**src/rtl/av2_txfm_pkg.sv**
```systemverilog
`default_nettype none
// ============================================================================
//  Module   : av2_txfm_pkg
//  Brief    : Shared constants, mode type and round/clamp helper for the
//             4-point inverse transform stream.
//  Revision : 1.0 - initial release
// ============================================================================
package av2_txfm_pkg;

  // DCT4 butterfly multipliers
  localparam int DCT_C64 = 64;
  localparam int DCT_C83 = 83;
  localparam int DCT_C36 = 36;

  // Transform mode, latched per block
  typedef enum logic {
    TXM_DCT4 = 1'b0,
    TXM_IDN  = 1'b1
  } txm_e;

  // Round-half-up, arithmetic (floor) shift, then saturate to a signed out_w range.
  function automatic logic signed [31:0] round_clamp(
    input logic signed [31:0] y,
    input int                 shift,
    input int                 out_w
  );
    logic signed [31:0] r;
    logic signed [31:0] hi;
    logic signed [31:0] lo;
    r  = (y + (32'sd1 <<< (shift - 1))) >>> shift;
    hi = (32'sd1 <<< (out_w - 1)) - 32'sd1;
    lo = -(32'sd1 <<< (out_w - 1));
    if (r > hi) begin
      return hi;
    end else if (r < lo) begin
      return lo;
    end else begin
      return r;
    end
  endfunction

endpackage
`default_nettype wire

```
**src/rtl/av2_inv_dct4_core.sv**
```systemverilog
`default_nettype none
// ============================================================================
//  Module   : av2_inv_dct4_core
//  Brief    : Combinational 4-lane inverse DCT4 butterfly or identity scale.
//             Output lanes are full precision (before round/shift/clamp).
//  Revision : 1.0 - initial release
// ============================================================================
module av2_inv_dct4_core
  import av2_txfm_pkg::*;
#(
  parameter int COEF_W   = 16,
  parameter int YW       = COEF_W + 9,
  parameter int IDN_MULT = 128
) (
  input  txm_e                  i_mode,
  input  logic [4*COEF_W-1:0]   i_coef,
  output logic [4*YW-1:0]       o_y
);

  logic signed [YW-1:0] w_c [4];
  logic signed [YW-1:0] w_k64;
  logic signed [YW-1:0] w_k83;
  logic signed [YW-1:0] w_k36;
  logic signed [YW-1:0] w_kidn;
  logic signed [YW-1:0] w_e0;
  logic signed [YW-1:0] w_e1;
  logic signed [YW-1:0] w_o0;
  logic signed [YW-1:0] w_o1;

  assign w_k64  = YW'(DCT_C64);
  assign w_k83  = YW'(DCT_C83);
  assign w_k36  = YW'(DCT_C36);
  assign w_kidn = YW'(IDN_MULT);

  // Sign-extend every input lane to the working width
  for (genvar k = 0; k < 4; k++) begin : g_ext
    assign w_c[k] = YW'($signed(i_coef[k*COEF_W +: COEF_W]));
  end

  // Even/odd halves of the butterfly
  assign w_e0 = w_k64 * (w_c[0] + w_c[2]);
  assign w_e1 = w_k64 * (w_c[0] - w_c[2]);
  assign w_o0 = w_k83 * w_c[1] + w_k36 * w_c[3];
  assign w_o1 = w_k36 * w_c[1] - w_k83 * w_c[3];

  // Select butterfly recombination or per-lane identity scaling
  always_comb begin
    o_y = '0;
    if (i_mode == TXM_IDN) begin
      o_y = {w_c[3] * w_kidn, w_c[2] * w_kidn, w_c[1] * w_kidn, w_c[0] * w_kidn};
    end else begin
      o_y = {w_e0 - w_o0, w_e1 - w_o1, w_e1 + w_o1, w_e0 + w_o0};
    end
  end

endmodule
`default_nettype wire

```
**src/rtl/av2_inv_txfm4_stream.sv**
```systemverilog
`default_nettype none
// ============================================================================
//  Module   : av2_inv_txfm4_stream
//  Brief    : Streaming 1-D inverse transform, one row of 4 coefficients per
//             beat. Two-stage pipeline (butterfly, round/clamp) with full
//             valid/ready backpressure; blocks framed by start/done.
//  Revision : 1.0 - initial release
// ============================================================================
module av2_inv_txfm4_stream
  import av2_txfm_pkg::*;
#(
  parameter int COEF_W   = 16,
  parameter int OUT_W    = 16,
  parameter int SHIFT    = 7,
  parameter int IDN_MULT = 128,
  parameter int ROWS_W   = 7
) (
  input  logic                  clk,
  input  logic                  rst_n,
  input  logic                  start,
  input  logic [ROWS_W-1:0]     tx_rows,
  input  logic                  tx_mode,
  input  logic                  in_valid,
  output logic                  in_ready,
  input  logic [4*COEF_W-1:0]   in_coef,
  output logic                  out_valid,
  input  logic                  out_ready,
  output logic [4*OUT_W-1:0]    out_res,
  output logic                  out_last,
  output logic                  busy,
  output logic                  done
);

  localparam int YW = COEF_W + 9;

  localparam logic [0:0] ST_IDLE = 1'b0;
  localparam logic [0:0] ST_RUN  = 1'b1;

  logic [0:0]           r_state;
  logic [ROWS_W-1:0]    r_rows;
  txm_e                 r_mode;
  logic [ROWS_W-1:0]    r_in_cnt;
  logic [ROWS_W-1:0]    r_out_cnt;
  logic                 r_s1_valid;
  logic [4*YW-1:0]      r_s1_y;
  logic                 r_s2_valid;
  logic [4*OUT_W-1:0]   r_out_res;
  logic                 r_done;

  logic                 w_advance;
  logic                 w_in_ready;
  logic                 w_in_fire;
  logic                 w_out_fire;
  logic                 w_last_row;
  logic [4*YW-1:0]      w_y;
  logic [4*OUT_W-1:0]   w_res;

  // Whole pipeline moves only when the output register is free or draining
  assign w_advance  = !r_s2_valid || out_ready;
  assign w_in_ready = (r_state == ST_RUN) && (r_in_cnt != r_rows) && w_advance;
  assign w_in_fire  = in_valid && w_in_ready;
  assign w_out_fire = r_s2_valid && out_ready;
  assign w_last_row = (r_out_cnt == r_rows - 1'b1);

  av2_inv_dct4_core #(
    .COEF_W   (COEF_W),
    .YW       (YW),
    .IDN_MULT (IDN_MULT)
  ) u_core (
    .i_mode (r_mode),
    .i_coef (in_coef),
    .o_y    (w_y)
  );

  // Round, shift and saturate each stage-1 lane
  for (genvar k = 0; k < 4; k++) begin : g_lane
    logic signed [YW-1:0] w_ys;
    assign w_ys = r_s1_y[k*YW +: YW];
    assign w_res[k*OUT_W +: OUT_W] = OUT_W'(round_clamp(32'(w_ys), SHIFT, OUT_W));
  end

  // Block control: latch block parameters, count rows, finish on last output
  always_ff @(posedge clk or negedge rst_n) begin
    if (!rst_n) begin
      r_state   <= ST_IDLE;
      r_rows    <= '0;
      r_mode    <= TXM_DCT4;
      r_in_cnt  <= '0;
      r_out_cnt <= '0;
      r_done    <= 1'b0;
    end else begin
      r_done <= 1'b0;
      case (r_state)
        ST_IDLE: begin
          if (start) begin
            r_state   <= ST_RUN;
            r_rows    <= (tx_rows == '0) ? ROWS_W'(1) : tx_rows;
            r_mode    <= txm_e'(tx_mode);
            r_in_cnt  <= '0;
            r_out_cnt <= '0;
          end
        end
        ST_RUN: begin
          if (w_in_fire) begin
            r_in_cnt <= r_in_cnt + 1'b1;
          end
          if (w_out_fire) begin
            if (w_last_row) begin
              r_state <= ST_IDLE;
              r_done  <= 1'b1;
            end else begin
              r_out_cnt <= r_out_cnt + 1'b1;
            end
          end
        end
        default: r_state <= ST_IDLE;
      endcase
    end
  end

  // Two-stage data pipeline, frozen while the output is stalled
  always_ff @(posedge clk or negedge rst_n) begin
    if (!rst_n) begin
      r_s1_valid <= 1'b0;
      r_s1_y     <= '0;
      r_s2_valid <= 1'b0;
      r_out_res  <= '0;
    end else if (w_advance) begin
      r_s1_valid <= w_in_fire;
      if (w_in_fire) begin
        r_s1_y <= w_y;
      end
      r_s2_valid <= r_s1_valid;
      if (r_s1_valid) begin
        r_out_res <= w_res;
      end
    end
  end

  assign in_ready  = w_in_ready;
  assign out_valid = r_s2_valid;
  assign out_res   = r_out_res;
  assign out_last  = r_s2_valid && w_last_row;
  assign busy      = (r_state == ST_RUN);
  assign done      = r_done;

endmodule
`default_nettype wire
```
**config.mk**
```make
export PLATFORM = sky130hd
export DESIGN_NAME = av2_inv_txfm4_stream
export DESIGN_NICKNAME = d
export VERILOG_FILES = /design/src/rtl/av2_txfm_pkg.sv /design/src/rtl/av2_inv_dct4_core.sv /design/src/rtl/av2_inv_txfm4_stream.sv
export SDC_FILE = /design/constraint.sdc
export NUM_CORES = 1
export LEC_CHECK = 0
export ABC_AREA = 1
export ABC_CLOCK_PERIOD_IN_PS = 2700
export CAP_MARGIN = 20
export CORE_MARGIN = 5
export CORE_UTILIZATION = 35
export CTS_BUF_LIST = sky130_fd_sc_hd__clkbuf_4 sky130_fd_sc_hd__clkbuf_8
export CTS_CLUSTER_DIAMETER = 150
export CTS_CLUSTER_SIZE = 28
export DETAILED_ROUTE_END_ITERATION = 16
export MAX_ROUTING_LAYER = met4
export REMOVE_ABC_BUFFERS = 1
export SYNTH_ARGS = -nofsm -noshare
export SYNTH_HDL_FRONTEND = slang
export SYNTH_SLANG_ARGS = --single-unit
export TNS_END_PERCENT = 1
```
**constraint.sdc**
```tcl
create_clock -name clk -period 2.7 [get_ports clk]
set_input_delay 0.54 -clock clk [delete_from_list [all_inputs] [get_ports clk]]
set_output_delay 0.54 -clock clk [all_outputs]
set_load 0.02 [all_outputs]
```
==> flow_summary.toml, run 1 <==
[outcome]
status = "complete, but fails checks"
violations = "setup timing"

[routing]
drt_iter0_drc = 2103
via_per_inst = 4.96
antenna_left = 0
drc = 0
wl_per_cell_um = 17.5
dr.pass1.iters = 5
num_vias = 27600
wirelength_um = 97500

[setup_path]
cpPeakStageDelay_ps = 560
reg2reg_from = "r_s1_y[31]$_DFFE_PN0P_"
path_class = "input pin to flop"
cp.required_ps = 3140
critPathSlowestCell = "fa_1"
reg2reg_slack_ps = 170
cp.arrival_ps = 6150
rr_endpoint = "out_res[28]$_DFFE_PN0P_"
start_kind = "input pin"
cp-end-kind = "flop"
crit_top_cell = "ha_4"
reg2reg_depth = 11
crit_fanout = 4

[cts]
clock_path_buffers = 2
cts_root_buffer = "clkbuf_8"
cts_buffers = 17
cts_tree = "yes"
clock-sinks = 166
cts_max_level = 4
clkTransAtPathRegs_ps = 110
clock_latency_ps = 520

[synthesis]
ys_seq_elements = 166
synthCells = 3609
synth_ff_type = "dfrtp_1"
syn_area_per_cell_um2 = 6.72
yosys.area.top_type = "ha_1"
netlist_top_cells_count = "867 x nand2_1, 601 x inv_1, 333 x ha_1"
ys_warn_count = 0
yosysSeqAreaShare_pct = 17.1
synth.distinct_cells = 58
synth_top_area_share_pct = 17.2
synth_edf_count = 0
synth.most_common_cell = "nand2_1"
synth.cell_area_um2 = 24300
yosys-top-cells-area = "ha_1 17%, dfrtp_1 17%, nand2_1 13%"
synthArstFlopShare_pct = 100

[floorplanning]
die_h_um = 273
rows = 96
start_util_pct = 35.3
fp.coreArea_um2 = 68700
dieArea_um2 = 74700
io_pins = 146
dieWidth_um = 273

[sta]
setup_slack_ps = -3010
worst_slew_pin_slew_ps = 692
hold_violations = 0
grt_setup_unrepaired = "yes"
clock.fmax_ghz = 0.175
post-route-min-period_ps = 5710
finalMaxSlewViolations = 0
setup_viol = 77
finalCritPeriodShare_pct = 211
slew_headroom_pct = 53.9
holdWs_ps = 453
clock_skew_ps = 25.6

[run]
cap_violations = 0

[final_layout]
nNetsFinal = 5083
area_delta_synth_final_pct = 53.2
postLayoutCoreUtil_pct = 54.1
final_layout_size_suffix_gt1_share_pct = 32.3
fill_cells = 6567
instances_no_fill = 5554

[place]
portBuffers = 145
gp_congestion = 1.01
hpwl_um = 81300
place_inst = 5482

[hold_path]
hold_path_end = "r_s1_y[88]$_DFFE_PN0P_"
hold_path.startpoint = "in_coef[54]"
hold_depth = 4
min_path_type = "input pin to flop"

[global_route]
grt_usage_pct = 25.9
grt_max_degree = 61
grt_pass1_wl_um = 150000
grt_pass1_vias = 26800
grt_overflow = 0
grt_antenna_before_repair = 2
==> flip-flops by register name (all words and copies together), names as in the netlist <==
| name | count |
|---|---|
| r_s1_y | 76 |
| done | 1 |
| busy | 1 |
| r_out_cnt | 7 |
| out_res | 64 |
| r_in_cnt | 7 |
| r_s1_valid | 1 |
| r_rows | 7 |
| out_valid | 1 |
| r_mode | 1 |
==> what timing repair did <==
action,4_1_cts,5_1_grt
setup buffers,20,24
hold buffers,1,0
hold endpoints to repair,4,0
endpoints found under the setup margin,78,77
gates resized for setup,461,320
pin swaps,113,152
==> routing by layer <==
metal / global-route usage, % / part of all wire [%] / vias to the layer above
li1: - / - / 13700
met1: 34.9 / 46 / 13000
met2: 43.3 / 47 / 766
met3: 1.87 / 4.5 / 123
met4: 5.14 / 2.5 / 0
met5: - / 0 / -
==> area by class of cell <==
cell class                      count  area [µm²]  area share (%)
Multi-Input combinational cell   2766       20700            55.7
Timing Repair Buffer             1053        8490            22.8
Sequential cell                   166        4150            11.2
Inverter                          606        2280            6.13
Tap cell                          931        1160            3.13
Clock buffer                       18         248           0.667
Clock inverter                     13         135           0.364
Antenna cell                        1        2.50         0.00673
==> critical path, delay by kind of cell <==
kind	cells	cell delay (ps)
buffers and inverters	5	590
XOR/XNOR	3	630
adder cells (fa/ha/maj)	6	2170
AO/OA/AOI/OAI	7	1030
AND/OR/NAND/NOR	7	1150
==> placed cells by master (no fill, tap or decap), types with 19 or more instances in the layout <==
master           synthesis  final
a21o_1                  21     21
a21oi_1                258    179
a21oi_2                  7     67
a21oi_4                  2     21
a22oi_1                 37     36
buf_4                    0    861
buf_6                    8     38
clkdlybuf4s50_1          0    110
dfrtp_1                166    166
fa_1                    63     60
ha_1                   333    220
ha_4                     0    108
inv_1                  601    563
inv_2                    5     40
nand2_1                867    817
nand2_2                  5     44
nand3_1                165    144
nand3_2                  7     27
nand4_1                 56     56
nor2_1                 294    253
nor2_2                   6     36
nor3_1                  72     55
nor3_2                   6     19
o21ai_0                149    100
o21ai_1                 19     43
o21ai_2                  2     24
xnor2_1                 43     27
xor2_1                 185    155
xor2_2                   3     29
==> kinds of logic after synthesis <==
family / count (synthesis) / share of synthesized area [%]
xor gates and xnor gates: 231 / 8.43
adders and majority gates: 396 / 22.4
DFF: 166 / 17.1
AOI/OAI and AO/OA: 609 / 14.5
and+or+nand+nor: 1529 / 26.6
muxes: 1 / 0.0464
buffers and inverters: 677 / 10.9
==> worst max path at each step <==
stage	start	endpoint	slack, ps	depth (start not counted)
6_report	in_coef[63]	r_s1_y[48]$_DFFE_PN0P_	-3010	28
3_3_place_gp	in_coef[51]	r_s1_y[48]$_DFFE_PN0P_	-4970	31
3_5_place_dp	in_coef[51]	r_s1_y[48]$_DFFE_PN0P_	-4800	31
2_1_floorplan	in_coef[51]	r_s1_y[74]$_DFFE_PN0P_	-3350	35
4_1_cts	in_coef[54]	r_s1_y[48]$_DFFE_PN0P_	-3150	33
5_1_grt	in_coef[25]	r_s1_y[96]$_DFFE_PN0P_	-3210	40
==> per-stage QoR <==
step	setup TNS, ps	worst slack, ps	instance area [µm²]
floorplan	-282250	-3350	23900
global placement	-302360	-4970	33200
detailed placement	-301950	-4800	33200
CTS	-197460	-3150	35800
global route	-205760	-3210	37200
finish	-190830	-3010	37200
Power of run 1 is not shown: default switching activity piles up to over one toggle a cycle in this logic, so the estimate is an artifact.
==> inputs of run 2 (changes only) <==
--- a/config.mk
+++ b/config.mk
@@ -16,6 +16,7 @@
 export DETAILED_ROUTE_END_ITERATION = 16
 export MAX_ROUTING_LAYER = met4
 export REMOVE_ABC_BUFFERS = 1
+export SKIP_CTS_REPAIR_TIMING = 1
 export SYNTH_ARGS = -nofsm -noshare
 export SYNTH_HDL_FRONTEND = slang
 export SYNTH_SLANG_ARGS = --single-unit
==> flow_summary.toml, run 2 (same netlist as run 1, synthesis figures left out) <==
[sta]
clock.fmax_ghz = 0.171
hold_violations = 0
clock_skew_ps = 23.2
finalCritPeriodShare_pct = 216
grt_setup_unrepaired = "yes"
finalMaxSlewViolations = 0
post-route-min-period_ps = 5840
setup_viol = 77
holdWs_ps = 12.3
worst_slew_pin_slew_ps = 674
setup_slack_ps = -3140
slew_headroom_pct = 55.1

[global_route]
grt_pass1_vias = 25900
grt_antenna_before_repair = 2
grt_usage_pct = 25.3
grt_max_degree = 61
grt_overflow = 0
grt_pass1_wl_um = 145000

[routing]
antenna_left = 0
wl_per_cell_um = 17.4
dr.pass1.iters = 6
via_per_inst = 4.93
drt_iter0_drc = 1977
num_vias = 27400
wirelength_um = 96600
drc = 0

[cts]
cts_buffers = 17
clock_path_buffers = 2
cts_max_level = 4
clock_latency_ps = 510
cts_root_buffer = "clkbuf_8"
clkTransAtPathRegs_ps = 110
clock-sinks = 166
cts_tree = "yes"

[setup_path]
cp-end-kind = "flop"
cp.arrival_ps = 6270
critPathSlowestCell = "fa_1"
cpPeakStageDelay_ps = 530
path_buf_inv = 6
cp.required_ps = 3130
rr_endpoint = "out_res[28]$_DFFE_PN0P_"
crit_fanout = 4
path_class = "input pin to flop"
critPathTopFamily = "adder cells"
worstSetupPathDepth = 31
endpoint = "r_s1_y[48]$_DFFE_PN0P_"
crit_top_cell = "ha_4"
startpoint = "in_coef[52]"
reg2reg_from = "r_s1_y[31]$_DFFE_PN0P_"
reg2reg_slack_ps = 200
reg2reg_depth = 11
start_kind = "input pin"

[place]
portBuffers = 145
place_inst = 5482
gp_congestion = 1.01
hpwl_um = 81300
placed_area_um2 = 33200

[final_layout]
fill_cells = 6690
final_cell_mix = "872 x buf_4, 827 x nand2_1, 566 x inv_1"
instances_no_fill = 5550
postLayoutCoreUtil_pct = 53.2
final_layout_size_suffix_gt1_share_pct = 30.6
nNetsFinal = 5079
largest_register_ff_count = 76
design_area_um2 = 36500
largest-register = "r_s1_y"
multiInputGateArea_um2 = 20100
area_delta_synth_final_pct = 50.6
ff_latch_area_um2 = 4150
layout_commonest_cell = "buf_4"

[floorplanning]
rows = 96
io_pins = 146
start_util_pct = 35.3
die_h_um = 273
dieArea_um2 = 74700
dieWidth_um = 273
fp.coreArea_um2 = 68700

[run]
cap_violations = 0

[hold_path]
min_path_type = "input pin to asynchronous set/reset pin"

[outcome]
violations = "setup timing"
status = "complete, but fails checks"
## run 2: cell types whose count changed in the layout (fill, tap and decap cells not counted), moves of 8 or more
cell and change:
ha_1 +20, dlymetal6s2s_1 +12, ha_4 -21, nand3_1 +8
nand3_2 -8, buf_6 -11, nand2_1 +10, buf_4 +11
## run 2: worst register-to-register path, delay by kind of cell, from the launching register on
kind / cells / cell delay [ps]
XOR/XNOR: 1 / 200
adder cells (fa/ha/maj): 1 / 350
flip-flops: 1 / 500
AND/OR/NAND/NOR: 9 / 1350
## run 2: through the flow
stage	worst slack, ps	TNS [ps]
3_5_place_dp	-4800	-301950
4_1_cts	-4290	-262320
6_report	-3140	-195980
5_1_grt	-3360	-212660
2_1_floorplan	-3350	-282250
3_3_place_gp	-4970	-302360
## run 2: final cells by class
type	instances	area share, %
Antenna cell	1	0.00685
Clock buffer	18	0.678
Clock inverter	13	0.370
Inverter	606	6.23
Multi-Input combinational cell	2766	55.0
Sequential cell	166	11.4
Tap cell	931	3.19
Timing Repair Buffer	1049	23.2
## run 2: metal layers
metal / track usage [%] / vias up / wire [µm] / share of wire (%)
li1: - / 13700 / - / -
met1: 34.3 / 12900 / 44500 / 46
met2: 42.0 / 708 / 45500 / 47
met3: 1.87 / 101 / 4370 / 4.5
met4: 4.78 / 0 / 2260 / 2.3
met5: - / - / 0 / 0
## run 2: worst min-delay path by stage
stage	startpoint	end	slack (ps)	depth (start not counted)
3_3_place_gp	out_res[57]$_DFFE_PN0P_	out_res[57]$_DFFE_PN0P_	460	2
3_5_place_dp	out_res[54]$_DFFE_PN0P_	out_res[54]$_DFFE_PN0P_	460	2
6_report	rst_n	out_valid$_DFFE_PN0N_	10	1
2_1_floorplan	rst_n	busy$_DFF_PN0_	240	0
4_1_cts	rst_n	out_valid$_DFFE_PN0N_	-4	1
5_1_grt	rst_n	out_valid$_DFFE_PN0N_	30	1
Power of run 2 is left out for the same reason.
==> inputs of run 3 (changes only) <==
--- a/config.mk
+++ b/config.mk
@@ -9,7 +9,7 @@
 export ABC_CLOCK_PERIOD_IN_PS = 2700
 export CAP_MARGIN = 20
 export CORE_MARGIN = 5
-export CORE_UTILIZATION = 35
+export CORE_UTILIZATION = 45
 export CTS_BUF_LIST = sky130_fd_sc_hd__clkbuf_4 sky130_fd_sc_hd__clkbuf_8
 export CTS_CLUSTER_DIAMETER = 150
 export CTS_CLUSTER_SIZE = 28
==> flow_summary.toml, run 3 (same netlist as run 1, synthesis figures left out) <==
[outcome]
status = "complete, but fails checks"
violations = "setup timing"

[final_layout]
instances_no_fill = 5290
final_layout_size_suffix_gt1_share_pct = 27.9
layout_commonest_cell = "buf_4"
nNetsFinal = 5055
largest_register_ff_count = 76
area_delta_synth_final_pct = 45.6
final_cell_mix = "858 x buf_4, 828 x nand2_1, 579 x inv_1"
diodes = 0
design_area_um2 = 35300
largest-register = "r_s1_y"

[routing]
dr.pass1.iters = 6
drt_iter0_drc = 2100
wirelength_um = 91100
num_vias = 27300
wl_per_cell_um = 17.2
drc = 0
via_per_inst = 5.15
antenna_left = 0

[place]
gp_congestion = 1.03
placed_area_um2 = 32700
hpwl_um = 75900
portBuffers = 145
place_inst = 5230

[sta]
finalCritPeriodShare_pct = 219
setup_viol = 77
clock.fmax_ghz = 0.169
hold_violations = 0
holdWs_ps = 25.8
grt_setup_unrepaired = "yes"
post-route-min-period_ps = 5910
setup_slack_ps = -3210
worst_slew_pin_slew_ps = 654
clock_skew_ps = 22.4
setup-tns-final_ps = -204750
slew_headroom_pct = 56.4
finalMaxSlewViolations = 0

[setup_path]
critPathTopFamily = "adder cells"
crit_fanout = 3
cp-end-kind = "flop"
cpPeakStageDelay_ps = 520
path_buf_inv = 10
crit_top_cell = "buf_6"
cp.arrival_ps = 6340
path_class = "input pin to flop"
start_kind = "input pin"
cp.required_ps = 3140
critPathSlowestCell = "fa_1"

[cts]
cts_tree = "yes"
clkTransAtPathRegs_ps = 100
clock_latency_ps = 520
clock-sinks = 166
cts_max_level = 4
clock_path_buffers = 2
cts_root_buffer = "clkbuf_8"
cts_buffers = 17

[global_route]
grt_overflow = 0
grt_usage_pct = 29.8
grt_antenna_before_repair = 0
grt_max_degree = 66
grt_pass1_wl_um = 138000
grt_pass1_vias = 25500

[floorplanning]
start_util_pct = 45.3
fp.coreArea_um2 = 53600
dieArea_um2 = 58700
dieWidth_um = 242
io_pins = 146
rows = 85
die_h_um = 242

[run]
cap_violations = 0

[hold_path]
min_path_type = "input pin to asynchronous set/reset pin"
[run 3: cell count changes in the layout (fill, tap and decap cells not counted), sizes merged]
cell / previous run / this run
clkdlybuf4s50: 110 / 112
inv: 613 / 610
clkinv: 4 / 5
clkbuf: 26 / 33
buf: 917 / 886
diode: 1 / 0
[run 3: worst reg2reg max path: stages (launching register included)]
cell and delay, ps:
dfrtp_1 420, ha_1 210, nand3_2 110, nor3_2 230, nand2_2 130, nor2_2 150, xor2_2 230, nand4_1 170
nand2_2 270, nand2_1 180, nand2_1 90, nand2_1 50
[run 3: worst paths after layout]
| kind | start | slack, ps | end | cells past startpoint |
|---|---|---|---|---|
| hold / removal | rst_n | 30 | r_s1_y[91]$_DFFE_PN0P_ | 1 |
| max in group asynchronous | rst_n | 1880 | out_res[42]$_DFFE_PN0P_ | 2 |
| setup / recovery | in_coef[51] | -3210 | r_s1_y[48]$_DFFE_PN0P_ | 33 |
| min in group clk | in_coef[55] | 470 | r_s1_y[89]$_DFFE_PN0P_ | 4 |
| hold reg to reg | out_res[50]$_DFFE_PN0P_ | 480 | out_res[50]$_DFFE_PN0P_ | 2 |
| setup reg to reg | r_s1_y[32]$_DFFE_PN0P_ | 350 | out_res[22]$_DFFE_PN0P_ | 11 |
[run 3: final cells by class]
type,count,area (µm²)
fillers,4817,18300
clock inverters,11,118
flip-flops and latches,166,4150
well taps,696,871
multi-input cells,2766,19400
inverters,606,2270
repair buffers,1025,8210
clock buffers,20,269
[run 3: per-stage QoR]
step,setup WS (ps),util [%]
floorplan,-3350,-
global placement,-4580,61.0
detailed placement,-4600,61.0
CTS,-4080,61.8
global route,-3400,65.9
finish,-3210,65.9
[run 3: layer usage]
layer	routed length (µm)	share of wire, %	track usage (%)
met3	4630	5.1	3.05
met2	42800	47	49.1
met1	41700	46	40.6
met5	0	0	-
met4	1950	2.1	5.32
Power of run 3 is left out for the same reason.
